--- config.mk ---
export PLATFORM = sky130hd
export DESIGN_NAME = bullet_pool
export DESIGN_NICKNAME = d
export VERILOG_FILES = /design/src/rtl/bullet_pool.sv
export SDC_FILE = /design/constraint.sdc
export NUM_CORES = 1
export LEC_CHECK = 0
export CAP_MARGIN = 20
export CORE_ASPECT_RATIO = 1.2
export CORE_MARGIN = 1.5
export CORE_UTILIZATION = 25
export DETAILED_ROUTE_END_ITERATION = 6
export PLACE_DENSITY_LB_ADDON = 0.05
export SYNTH_ARGS = -nofsm -noshare
export SYNTH_HDL_FRONTEND = slang
export SYNTH_SLANG_ARGS = --single-unit
--- constraint.sdc ---
create_clock -name frame_clk -period 4.75 [get_ports frame_clk]
set_clock_uncertainty 0.1 [all_clocks]
set_input_delay 0.95 -clock frame_clk [delete_from_list [all_inputs] [get_ports frame_clk]]
set_output_delay 0.95 -clock frame_clk [all_outputs]
set_load 0.03 [all_outputs]
--- src/rtl/bullet_pool.sv ---
// bullet_pool
// Multi-shot projectile engine for one player, clocked once per video frame.
// A pool of NUM_BULLETS slots is fed by an edge-triggered fire key with a frame
// cooldown; active bullets travel in the direction the player faced when they
// were fired and retire at the playfield edge or on a kill strobe.
//
// Ports:
//   frame_clk          frame-rate clock, all state changes on its rising edge
//   Reset              asynchronous, active-high
//   direction[1:0]     player facing: 00 left, 01 right, 10 down, 11 up
//   keycode[7:0]       current keyboard code
//   PlayerX/PlayerY    player centre, 10 bits each
//   upgraded           speed powerup active (adds BOOST to each move)
//   kill[N-1:0]        per-slot barrier/player-hit strobe
//   BulletX/BulletY    packed slot positions, slot i at bits [10i+9:10i]
//   BulletS            constant bullet half-size
//   bullet_on[N-1:0]   slot active flags
//   fire_pulse         high for the frame after a shot is accepted
module bullet_pool #(
  parameter int         NUM_BULLETS = 4,
  parameter logic [7:0] FIRE_KEY    = 8'd88,
  parameter int         STEP        = 12,
  parameter int         BOOST       = 6,
  parameter int         COOLDOWN    = 8,
  parameter int         SIZE        = 4,
  parameter int         X_MIN       = 1,
  parameter int         X_MAX       = 639,
  parameter int         Y_MIN       = 1,
  parameter int         Y_MAX       = 479
) (
  input  logic                      frame_clk,
  input  logic                      Reset,
  input  logic [1:0]                direction,
  input  logic [7:0]                keycode,
  input  logic [9:0]                PlayerX,
  input  logic [9:0]                PlayerY,
  input  logic                      upgraded,
  input  logic [NUM_BULLETS-1:0]    kill,
  output logic [10*NUM_BULLETS-1:0] BulletX,
  output logic [10*NUM_BULLETS-1:0] BulletY,
  output logic [9:0]                BulletS,
  output logic [NUM_BULLETS-1:0]    bullet_on,
  output logic                      fire_pulse
);

  // A zero cooldown still needs a one-bit counter so the port widths stay legal.
  localparam int CW = (COOLDOWN > 0) ? $clog2(COOLDOWN + 1) : 1;
  localparam int IW = (NUM_BULLETS > 1) ? $clog2(NUM_BULLETS) : 1;

  localparam logic signed [10:0] SStep  = 11'(STEP);
  localparam logic signed [10:0] SBoost = 11'(BOOST);
  localparam logic signed [10:0] SSize  = 11'(SIZE);
  localparam logic signed [10:0] SXMin  = 11'(X_MIN);
  localparam logic signed [10:0] SXMax  = 11'(X_MAX);
  localparam logic signed [10:0] SYMin  = 11'(Y_MIN);
  localparam logic signed [10:0] SYMax  = 11'(Y_MAX);

  logic [NUM_BULLETS-1:0] r_active;
  logic [1:0]             r_dir [NUM_BULLETS];
  logic [9:0]             r_x   [NUM_BULLETS];
  logic [9:0]             r_y   [NUM_BULLETS];
  logic                   r_keyReleased;
  logic [CW-1:0]          r_cooldown;
  logic                   r_firePulse;

  logic signed [10:0]     w_speed;
  logic signed [10:0]     w_sx    [NUM_BULLETS];
  logic signed [10:0]     w_sy    [NUM_BULLETS];
  logic [9:0]             w_nextX [NUM_BULLETS];
  logic [9:0]             w_nextY [NUM_BULLETS];
  logic [NUM_BULLETS-1:0] w_retire;
  logic                   w_anyFree;
  logic [IW-1:0]          w_allocIdx;
  logic                   w_accept;

  // Saturate a signed 11-bit coordinate into [lo, hi] so a bullet never wraps.
  function automatic logic [9:0] clampAxis(input logic signed [10:0] v,
                                           input logic signed [10:0] lo,
                                           input logic signed [10:0] hi);
    logic [9:0] res;
    if (v < lo)      res = lo[9:0];
    else if (v > hi) res = hi[9:0];
    else             res = v[9:0];
    return res;
  endfunction

  always_comb begin
    w_speed = upgraded ? (SStep + SBoost) : SStep;
  end

  // Per-slot retire test and next position. Coordinates are widened to signed
  // 11 bits so X-SIZE near zero goes negative instead of wrapping high.
  always_comb begin
    for (int i = 0; i < NUM_BULLETS; i++) begin
      w_sx[i]     = $signed({1'b0, r_x[i]});
      w_sy[i]     = $signed({1'b0, r_y[i]});
      w_retire[i] = r_active[i] &&
                    ((w_sy[i] + SSize >= SYMax) || (w_sy[i] - SSize <= SYMin) ||
                     (w_sx[i] + SSize >= SXMax) || (w_sx[i] - SSize <= SXMin) ||
                     kill[i]);
      w_nextX[i]  = r_x[i];
      w_nextY[i]  = r_y[i];
      case (r_dir[i])
        2'b00:   w_nextX[i] = clampAxis(w_sx[i] - w_speed, SXMin, SXMax);
        2'b01:   w_nextX[i] = clampAxis(w_sx[i] + w_speed, SXMin, SXMax);
        2'b10:   w_nextY[i] = clampAxis(w_sy[i] + w_speed, SYMin, SYMax);
        default: w_nextY[i] = clampAxis(w_sy[i] - w_speed, SYMin, SYMax);
      endcase
    end
  end

  // Lowest-index free slot, scanning downward so the last hit is the lowest.
  // Uses registered active, so a slot retiring this frame is not yet free.
  always_comb begin
    w_anyFree  = 1'b0;
    w_allocIdx = '0;
    for (int i = NUM_BULLETS - 1; i >= 0; i--) begin
      if (!r_active[i]) begin
        w_anyFree  = 1'b1;
        w_allocIdx = IW'(i);
      end
    end
  end

  always_comb begin
    w_accept = (keycode == FIRE_KEY) && r_keyReleased &&
               (r_cooldown == '0) && w_anyFree;
  end

  // Slot and global state. Idle slots shadow the player so a fresh bullet
  // already sits on the player when it is allocated.
  always_ff @(posedge frame_clk or posedge Reset) begin
    if (Reset) begin
      r_active      <= '0;
      r_keyReleased <= 1'b1;
      r_cooldown    <= '0;
      r_firePulse   <= 1'b0;
      for (int i = 0; i < NUM_BULLETS; i++) begin
        r_dir[i] <= 2'b00;
        r_x[i]   <= '0;
        r_y[i]   <= '0;
      end
    end else begin
      r_keyReleased <= (keycode != FIRE_KEY);
      r_firePulse   <= w_accept;
      if (w_accept)
        r_cooldown <= CW'(COOLDOWN);
      else if (r_cooldown != '0)
        r_cooldown <= r_cooldown - 1'b1;

      for (int i = 0; i < NUM_BULLETS; i++) begin
        if (w_accept && (w_allocIdx == IW'(i))) begin
          r_active[i] <= 1'b1;
          r_dir[i]    <= direction;
          r_x[i]      <= PlayerX;
          r_y[i]      <= PlayerY;
        end else if (r_active[i]) begin
          if (w_retire[i]) begin
            r_active[i] <= 1'b0;
          end else begin
            r_x[i] <= w_nextX[i];
            r_y[i] <= w_nextY[i];
          end
        end else begin
          r_x[i] <= PlayerX;
          r_y[i] <= PlayerY;
        end
      end
    end
  end

  genvar g;
  generate
    for (g = 0; g < NUM_BULLETS; g++) begin : gPack
      assign BulletX[10*g +: 10] = r_x[g];
      assign BulletY[10*g +: 10] = r_y[g];
    end
  endgenerate

  assign BulletS    = 10'(SIZE);
  assign bullet_on  = r_active;
  assign fire_pulse = r_firePulse;

endmodule

==> summary.md <==
| Metric | Value |
|---|---|
| Initial DRT Pass Iterations | 6 |
| Kind of critical path | input pin to flip-flop |
| Final slew viol count | 0 |
| Top FF cell, synth | dfrtp_1 |
| Fill cells | 5889 |
| Most numerous cell in the Yosys netlist | nand2_1 |
| Hold worst-path end | r_cooldown[0]$_DFFE_PP0P_ |
| CTS tree | yes |
| Synth area leader | dfrtp_1 |
| Peak VDD IR | 167 uV |
| Type of the most critical hold path | flip-flop to flip-flop |
| Initial antenna violation count | 0 |
| Post-route ant nets | 0 |
| Cell leakage power | 6.33 nW |
| Die Area | 55800 um^2 |
| Mapped Cells | 1805 |
| Yosys top cell area share | 17.8% |
| CTS buffer count | 9 |
| Maximum clock frequency | 244 MHz |
| Grt total ovfl | 0 |
| Root buf cell | clkbuf_16 |
| Unrepaired setup endpoints after global routing | false |
| Crit-path cells | buf_4 -> buf_4 -> ha_1 -> inv_1 -> fa_1 -> nand2b_1 -> a2111oi_1 -> mux2i_1 -> or4_1 -> o21ai_2 -> nor2_1 -> a211oi_1 -> o22ai_1 |
| Register area | 2450 um^2 |
| Worst r2r dst | BulletX[27]$_DFFE_PP0P_ |
| I/O pin total | 132 |
| DRC | 0 |
| Setup Viol. Count Final | 0 |
| DP HPWL | 43300 um |
| Initial Util | 25.3% |
| Core outline area | 53800 um^2 |
| Synth warn | 0 |
| Htree depth | 3 |
| # Max-Cap Violations | 0 |
| Resized Gates After CTS | 0 |
| Crit-path max cell delay | 0.56 ns |
| Tmin final | 4.10 ns |
| Pin count of the biggest net entering global routing | 65 |
| Clk_lat worst skew | 0.37 ns |
| Most used cell along the critical path | buf_4 |
| Worst-path clk slew | 0.08 ns |
| Crit path max-delay family | compound AO/OA/AOI/OAI gates |
| Setup_tns | 0 ns |
| Post-synth ARST share | 100% |
| CP max-delay cell | or4_1 |
| GRT Total Usage | 19.7% |
| Endpoints failing hold | 0 |
| Post-route setup slack | 0.649 ns |
| Layout cells sized above 1 | 6.35% |
| Yosys reg bits | 98 |
| Worst path bufs/invs | 3 |
| Critical Path Fanout Max | 9 |
| CTS max path bufs | 2 |
| Smallest hold slack | 0.397 ns |
| Cells on worst reg2reg path | 10 |
| R2R Setup Slk | 0.82 ns |
| Cell Rows | 93 |
| Post-synth cell types | 103 |
| Post-Syn Area | 13600 um^2 |
| Commonest cells in the netlist | nand2_1 (133), nor2_1 (130), a21oi_1 (123) |
| DR WL/cell | 21.4 um |
| Sinks on Clock Net | 98 |
| Nets | 2034 |
| Post-synth EDFFs | 0 |
| Hold path depth | 1 |
| Layout Utilization | 29.7% |
| # hold bufs at CTS | 0 |
| Tcrit/Tclk final | 86.3% |
| Gp weighted congestion | 0.850 |
| Final WL | 55600 um |
| Layout area overhead | 17.6% |
| Die height | 259 um |
| First-pass GRT wire length | 85700 um |
| IO buf count | 121 |
| Worst R2R Start | BulletY[22]$_DFFE_PP0P_ |
| Vias in the first global route | 13900 |
| Top post-synthesis cells by area | dfrtp_1 (18%), ha_1 (8.9%), a21oi_1 (4.5%) |
| Critical Path Sink Type | flip-flop |
| Area of the multi-input gates | 10200 um^2 |
| Vias after detailed routing | 14300 |
| Total power | 3.20 mW |
| Pre-CTS setup slack | 0.239 ns |
| Worst-margin pin slew | 0.985 ns |
| Slew HR | 34.2% |
| WP data required | 4.90 ns |
| Setup Buffers After CTS | 0 |
| Drt first-iter violations | 957 |
| ANT cells | 0 |
| Synth Area per Inst | 7.54 um^2 |
| Vias per cell | 5.49 |
| Cell Pwr Density | 200 nW/um^2 |
| Hold Startpoint | r_cooldown[0]$_DFFE_PP0P_ |
| Die width | 216 um |
| CP startpoint kind | input pin |
| Sequential share of the synthesized area | 18.0% |
| Status | finished, final reports clean |
| Worst Path Arrival | 4.25 ns |
-- state kept, by name, summed over array words and instances, names as in the netlist --
signal         count
r_dir              8
bullet_on          4
fire_pulse         1
r_cooldown         4
BulletX           40
r_keyReleased      1
BulletY           40
-- where the power goes --
group	internal, mW	switching (mW)
registers	0.886	0.151
clock network	0.478	0.380
logic	0.513	0.790
total	1.88	1.32
-- final cells by class --
cell class,instances,area share [%]
flip-flops and latches,98,15.3
well taps,712,5.57
inverters,120,2.83
clock inverters,6,0.563
multi-input cells,1480,64.0
repair buffers,175,10.2
clock buffers,10,1.49
-- per-stage QoR --
step | area (um^2) | instances
2_1_floorplan | 13600 | 1813
3_3_place_gp | 15700 | 2584
3_5_place_dp | 15700 | 2584
4_1_cts | 16000 | 2600
5_1_grt | 16000 | 2601
6_report | 16000 | 2601
-- worst max path at each step --
stage,start,end,cells past startpoint
finish,upgraded,BulletY[5]$_DFFE_PP0P_,13
global route,upgraded,BulletX[24]$_DFFE_PP0P_,13
CTS,upgraded,BulletY[31]$_DFFE_PP0P_,11
detailed placement,upgraded,BulletY[31]$_DFFE_PP0P_,11
global placement,upgraded,BulletY[31]$_DFFE_PP0P_,11
floorplan,upgraded,BulletX[2]$_DFFE_PP0P_,11
-- placed cells by master (no fill, tap or decap), types with 16 or more instances in the layout --
cell / instances
nand2_1: 133
nor2_1: 130
a21oi_1: 123
clkdlybuf4s50_1: 120
inv_1: 111
dfrtp_1: 97
ha_1: 97
o21ai_0: 78
xnor2_1: 66
nor3_1: 58
buf_4: 53
nand3_1: 50
o22ai_1: 48
nand2b_1: 38
a31oi_1: 37
nor2b_1: 37
o21ai_1: 29
o31ai_1: 25
xor2_1: 25
nand4_1: 24
nor4_1: 23
a211oi_1: 23
o211ai_1: 19
and3_1: 18
a21o_1: 17
mux2i_1: 17
or3_1: 17
fa_1: 16
-- cell families (layout without fill, tap and decap cells) --
kind of cell	after synthesis	in the layout	synth area share, %
AND/OR/NAND/NOR	634	634	24.9
AO/OA/AOI/OAI	599	599	30.3
buffers and inverters	235	311	6.98
adder cells (fa/ha/maj)	113	113	11.3
flip-flops	98	98	18.0
XOR/XNOR	91	91	5.86
multiplexers	33	33	2.58
other	2	10	0.0552
-- worst register-to-register path, cell delays in order (launching register included) --
cell	delay [ns]
dfrtp_1	0.73
inv_1	0.24
ha_1	0.37
nand2b_1	0.07
a2111oi_0	0.43
o21ai_1	0.10
a2111oi_1	0.86
nor4b_1	0.14
nand2b_1	0.35
nor2_1	0.12
a221o_1	0.31
-- metal layers --
layer  part of all wire (%)  global-route usage, %
met1                     44                   25.0
met2                     51                   35.3
met3                    2.8                   1.42
met4                    2.1                   5.96
met5                      0                      0
No activity file was read; power rests on OpenSTA's default activity.
